==> src/rtl/image_frame_assembler.sv <==
// Packs a fixed-length SPI byte stream into a flat binary image for the BNN core.
// Holds the finished image until acknowledged; flags stalled frames and overflow bytes.
module image_frame_assembler #(
  parameter int IMG_W          = 30,
  parameter int IMG_H          = 30,
  parameter int IMG_BYTES      = 113,
  parameter int TIMEOUT_CYCLES = 10000
) (
  input  logic                               clk,
  input  logic                               rst,
  input  logic [7:0]                         spi_rx_data,
  input  logic                               spi_byte_valid,
  output logic                               byte_taken,
  output logic [IMG_W*IMG_H-1:0]             img_data,
  output logic                               img_valid,
  input  logic                               img_ack,
  output logic                               frame_err,
  output logic                               overflow,
  output logic [$clog2(IMG_BYTES+1)-1:0]     byte_cnt
);

  localparam int PIX = IMG_W * IMG_H;
  localparam int CW  = $clog2(IMG_BYTES + 1);
  localparam int TW  = $clog2(TIMEOUT_CYCLES + 1);

  localparam logic [0:0] COLLECT = 1'b0;
  localparam logic [0:0] FULL    = 1'b1;

  logic [0:0]     state;
  logic           valid_q;
  logic [TW-1:0]  tcnt;
  logic           acc;
  logic           last;
  logic [7:0]     rev;
  logic [PIX-1:0] ins;

  assign acc  = spi_byte_valid & ~valid_q;
  assign last = (byte_cnt == CW'(IMG_BYTES - 1));

  // Stream is MSB first, so the byte is bit-reversed before landing in the image.
  always_comb begin
    rev = '0;
    for (int j = 0; j < 8; j++) begin
      rev[j] = spi_rx_data[7-j];
    end
  end

  // Bits past the end of the image fall off the top of the shift.
  assign ins = PIX'(rev) << {byte_cnt, 3'b000};

  always_ff @(posedge clk or posedge rst) begin
    if (rst) begin
      state      <= COLLECT;
      valid_q    <= 1'b0;
      tcnt       <= '0;
      byte_taken <= 1'b0;
      img_data   <= '0;
      img_valid  <= 1'b0;
      frame_err  <= 1'b0;
      overflow   <= 1'b0;
      byte_cnt   <= '0;
    end else begin
      valid_q    <= spi_byte_valid;
      byte_taken <= acc;
      frame_err  <= 1'b0;
      unique case (state)
        COLLECT: begin
          if (acc) begin
            img_data <= img_data | ins;
            tcnt     <= '0;
            if (last) begin
              byte_cnt <= '0;
              state    <= FULL;
            end else begin
              byte_cnt <= byte_cnt + 1'b1;
            end
          end else if (byte_cnt != '0) begin
            if (tcnt == TW'(TIMEOUT_CYCLES)) begin
              byte_cnt  <= '0;
              tcnt      <= '0;
              frame_err <= 1'b1;
              img_data  <= '0;
            end else begin
              tcnt <= tcnt + 1'b1;
            end
          end
        end
        FULL: begin
          if (img_ack && img_valid) begin
            img_valid <= 1'b0;
            overflow  <= 1'b0;
            img_data  <= '0;
            state     <= COLLECT;
          end else begin
            img_valid <= 1'b1;
            if (acc) overflow <= 1'b1;
          end
        end
        default: state <= COLLECT;
      endcase
    end
  end

endmodule

==> config.mk <==
export PLATFORM = sky130hd
export DESIGN_NAME = image_frame_assembler
export DESIGN_NICKNAME = d
export VERILOG_FILES = /design/src/rtl/image_frame_assembler.sv
export SDC_FILE = /design/constraint.sdc
export NUM_CORES = 2
export LEC_CHECK = 0
export CORE_AREA = 2 2 359 361
export DETAILED_ROUTE_END_ITERATION = 8
export DIE_AREA = 0 0 361 363
export SLEW_MARGIN = 10
export SYNTH_ARGS = -nofsm -noshare
export SYNTH_HDL_FRONTEND = slang
export SYNTH_SLANG_ARGS = --single-unit
==> constraint.sdc <==
create_clock -name clk -period 75.8 [get_ports clk]
set_input_delay 22.74 -clock clk [delete_from_list [all_inputs] [get_ports clk]]
set_output_delay 22.74 -clock clk [all_outputs]
set_load 0.005 [all_outputs]
# Word-level counts from Yosys, hierarchy flattened
# Index checks and enable logic that the tools add are counted.
# classes
n_addsub	2
n_eq_ne	5
n_shift	1
n_mux	22
bitwise_logic	4
reduce_logical	9
# op_table
operator	n
900-bit two-way mux	4
900-bit one-hot mux with 2 select lines	1
900-bit OR	1
8-bit by 10-bit << shifter with 900-bit output	1
14-bit two-way mux	3
7-bit two-way mux	4
14-bit by 1-bit adder with 14-bit output (second input constant)	1
14-bit == test (second input constant)	1
1-bit two-way mux	9
7-bit by 1-bit adder with 7-bit output (second input constant)	1
7-bit == test (second input constant)	1
7-bit nonzero test	1
3-bit inequality test (second input constant)	2
3-bit AND reduction	2
2-bit nonzero test	3
2-bit AND reduction	2
2-bit by 1-bit inequality test with 1-bit output (second input constant)	1
1-bit inverter	2
1-bit one-hot mux with 2 select lines	1
1-bit AND	1
1-bit logical AND	1
# totals
register_bits	927
input_bits	12
output_inout_bits	911

# Longest topological paths before layout
# logic_depth
word_depth	5
mapped_depth	11
mapped_depth_nobuf	6

# Least setup slack after synthesis
# No wires, ideal clock.
# synth_timing
kind	input to register
start	input img_ack
end	register img_data[472]
setup_time_ps	84
arrival_ps	24174
setup_slack_ps	51542
path_stages	7
path_buffers	4
cell_sequence	nand3_1 -> clkbuf_1 -> clkbuf_1 -> clkbuf_1 -> clkbuf_1 -> nand2_1 -> o22ai_1
# synth_between
elab_chain_cells	3
# synth_lines
item	line_no	text
start, declared	16	input logic img_ack,
1-bit logical AND	89	if (img_ack && img_valid) begin
2-bit by 1-bit inequality test with 1-bit output (no line)	n/a	
3-bit AND reduction (no line)	n/a	
end signal, assigned	69	img_data <= img_data | ins;
end, declared	14	output logic [IMG_W*IMG_H-1:0] img_data,
# Every way passes these cells.
# A chain may end at the register's enable or synchronous reset.

# Final worst setup path
# layout_timing
start	input spi_byte_valid
end	register img_data[308]
# layout_between
elab_chain_cells	3
elab_cells_between_ends	6
cone_classes	eq/ne (2); mux (2); bitwise (1); reduce/logical (1)
# layout_lines
item	line_no	text
start, declared	12	input logic spi_byte_valid,
1-bit AND *	37	assign acc = spi_byte_valid & ~valid_q;
3-bit inequality test (no line) / 900-bit two-way mux (equally long branches)	n/a	
3-bit AND reduction (no line) / 900-bit one-hot mux with 2 select lines (equally long branches)	n/a	
# Every way passes the cells marked *; elsewhere a longest branch is shown, timed or not.

==> results by group <==
Setup path
  – Crit-path cells: clkdlybuf4s50_1 -> nand2b_1 -> o211ai_4 -> nor2_4 -> buf_4 -> buf_12 -> buf_4 -> buf_4 -> buf_4 -> o22ai_1
  – R2r startpoint: byte_cnt[0]
  – Critical path startpoint category: input port
  – WS Path Type: in2reg
  – Crit path DAT: between 20 and 30 ns
  – Slowest cell on crit path: buf_4
  – Flop2flop setup slack: approximately 68 ns
  – Critical Path Start: spi_byte_valid
  – CP Capture Type: flip-flop
  – FF-to-FF End: img_data[308]
  – Largest stage delay, worst path: 1.00 ns
  – Worst EP required: 76.31 ns
  – Worst-path maximum fanout: ~230
  – Reg2reg path depth: 12
  – Critical Path Most Common Cell: buf_4

Placement
  – I/O Buffers: between 900 and 1k
  – Post-Place Worst Slack: approximately 47 ns
  – GP Congestion: around 0.86
  – HPWL after detailed placement: around 110 mm
  – Cell total after placement: between 5k and 6k

Power and ir drop
  – Peak VDD IR: approximately 0.000019 V
  – Pwr Density: ~32 nW/µm²
  – Leakage: around 21 nW

STA
  – Final min period: ~28 ns
  – Final Hold Viols: 0
  – Least-Margin Pin Slew: about 1.4 ns
  – Tcrit/Tclk final: between 30 and 40%
  – Fmax achieved: ~0.035 GHz
  – Final setup viols: 0
  – Fin Hold WS: 0.510 ns
  – RSZ-0062 raised after global routing: no
  – Max-slew violations: 0
  – Slew margin rel.: ~9.1%
  – Worst setup margin: approximately 47 ns
  – Max Clock Skew: between 0.05 and 0.06 ns
  – Setup TNS: 0 ns

Floorplanning
  – Die Span X: 361 µm
  – # IOs: 923
  – Core Area: 127,000 µm²
  – Initial core utilization: 29.7%
  – Die area: between 100,000 and 150,000 µm²
  – # rows: 131
  – Die Ht: 363 µm

Synth
  – Cell Area, Synth: 37,800 µm²
  – Syn avg cell area: 10.0 µm²
  – Post-synth EDFFs: 0
  – Ys flop type: dfrtp_1
  – Post-Syn Instances: approximately 3.8k
  – Yosys cell types: between 50 and 60
  – Asr flop ratio synth: between 90% and 100%
  – Sequential share of the synthesized area: between 60 and 70%
  – Syn_nets: 3,777
  – Post-synthesis sequential element count: between 900 and 1k
  – Yosys warnings: 0

Global routing
  – Largest net degree at the start of global routing: roughly 230
  – Initial antenna violation count: 5
  – All-layer global routing usage: 24.0%
  – First-pass GRT wire length: between 200 and 250 mm
  – Vias in the first global route: between 30k and 40k
  – Gr ovfl total: 0

Routing
  – DR vias: 34.9k
  – Post-Route WL: 164 mm
  – Iteration-0 DRC Markers: 4,400
  – Final ANT Viol Nets: 0
  – Wire per inst: around 27 µm
  – DRC errors left: 0
  – Vias per inst: around 5.7
  – TritonRoute pass-1 iters: 6

Clock tree
  – Post-CTS Setup Inserts: 0
  – CTS H-tree depth: 3
  – Total CTS buffers: a little over 100
  – Count of hold-fix buffers inserted at cts: 0
  – CTS root buf: clkbuf_16
  – Post_cts resized: 0
  – Clk_lat worst skew: between 0.7 and 0.8 ns
  – CTS Sinks: a little over 900
  – CTS tree: done
  – CTS max path bufs: 3
  – Clock transition at the registers of the reported paths: about 0.06 ns

Hold path
  – Min-delay worst type: reg2reg
  – Hold Crit Endpoint: img_data[897]
  – Hold Path Cell Cnt: 1
  – Hold Crit Start: img_data[897]

Layout
  – Finished Layout Cells: 6,157
  – Commonest non-fill, non-tap cell in the layout: dfrtp_1
  – Core Util, Final: between 40% and 50%
  – Commonest cells after routing, fill and taps aside: dfrtp_1, clkdlybuf4s50_1, nand2_1
  – Area growth from synthesis to layout: 36.9%
  – Layout cells sized above 1: 6.23%
  – # nets final: 4,425

Job
  – Max-cap violations: 0

Outcome
  – Outcome: finished clean
## critical path: cells and delay by family
family | cells | cell delay (ns)
buffers and inverters | 6 | 4.63
and+or+nand+nor | 2 | 0.43
AOI/OAI and AO/OA | 2 | 0.35
## worst max-delay path by stage
stage	end	cells past startpoint
floorplan	byte_cnt[0]	1
global placement	img_data[802]	10
detailed placement	img_data[555]	10
CTS	img_data[308]	10
global route	img_data[308]	10
finish	img_data[308]	10
## logic make-up (layout without fill, tap and decap cells)
group / after synthesis / after routing / share of synthesized area (%)
compound gates: 1223 / 1223 / 20.8
simple gates: 1136 / 1136 / 12.5
flops: 927 / 927 / 61.4
buf+inv: 464 / 1195 / 4.96
fa+ha+maj: 4 / 4 / 0.132
mux: 4 / 4 / 0.106
xor+xnor: 3 / 3 / 0.0696
other cells: 0 / 3 / 0
## area by class of cell
class                      count  area, µm²
timing repair buffer         997       9890
fill                       12300      75300
tap                         1662       2080
clock inverter                45        672
sequential                   927      23200
inverter                      11       48.8
multi-input combinational   2370      12800
clock buffer                 142       2970
antenna                        3       7.51
## cell usage after synthesis (8+ instances only)
| library cell | instances | area share, % |
|---|---|---|
| a21oi_1 | 19 | 0.25 |
| a22oi_1 | 10 | 0.20 |
| buf_1 | 29 | 0.29 |
| buf_2 | 95 | 1.3 |
| clkbuf_1 | 325 | 3.2 |
| dfrtp_1 | 927 | 61 |
| inv_1 | 11 | 0.11 |
| nand2_1 | 905 | 9.0 |
| nand2b_1 | 14 | 0.23 |
| nor2_1 | 15 | 0.15 |
| nor3_1 | 136 | 1.8 |
| o2111ai_1 | 128 | 3.0 |
| o21ai_0 | 76 | 1.0 |
| o21ai_1 | 62 | 0.82 |
| o22ai_1 | 896 | 15 |
| o31ai_1 | 8 | 0.16 |
| or4_1 | 9 | 0.18 |
## state kept, by name (all words and copies together), names as in the netlist
signal,cells
frame_err,1
img_valid,1
img_data,900
byte_taken,1
byte_cnt,7
tcnt,14
overflow,1
valid_q,1
state,1
## through the flow
| step | power, mW | instance area [µm²] |
|---|---|---|
| floorplan | 0.806 | 37800 |
| global placement | 1.10 | 48000 |
| detailed placement | 1.10 | 48000 |
| CTS | 1.65 | 51700 |
| global route | 1.71 | 51700 |
| finish | 1.64 | 51700 |
## power by group
part / switching [mW] / leakage (nW) / internal, mW / total, mW
Clock: 0.221 / 1.80 / 0.317 / 0.538
Sequential: 0.0661 / 12.2 / 0.586 / 0.652
Combinational: 0.231 / 7.21 / 0.215 / 0.446
## routing by layer
layer	GRT usage, %	routed length [µm]	vias up
met5	0	25	-
met3	6.79	14500	377
met1	31.8	66900	17700
met4	12.7	9650	4
met2	35.8	73500	1791
li1	-	-	15100
Note: power is estimated with default switching activity, not from simulation.
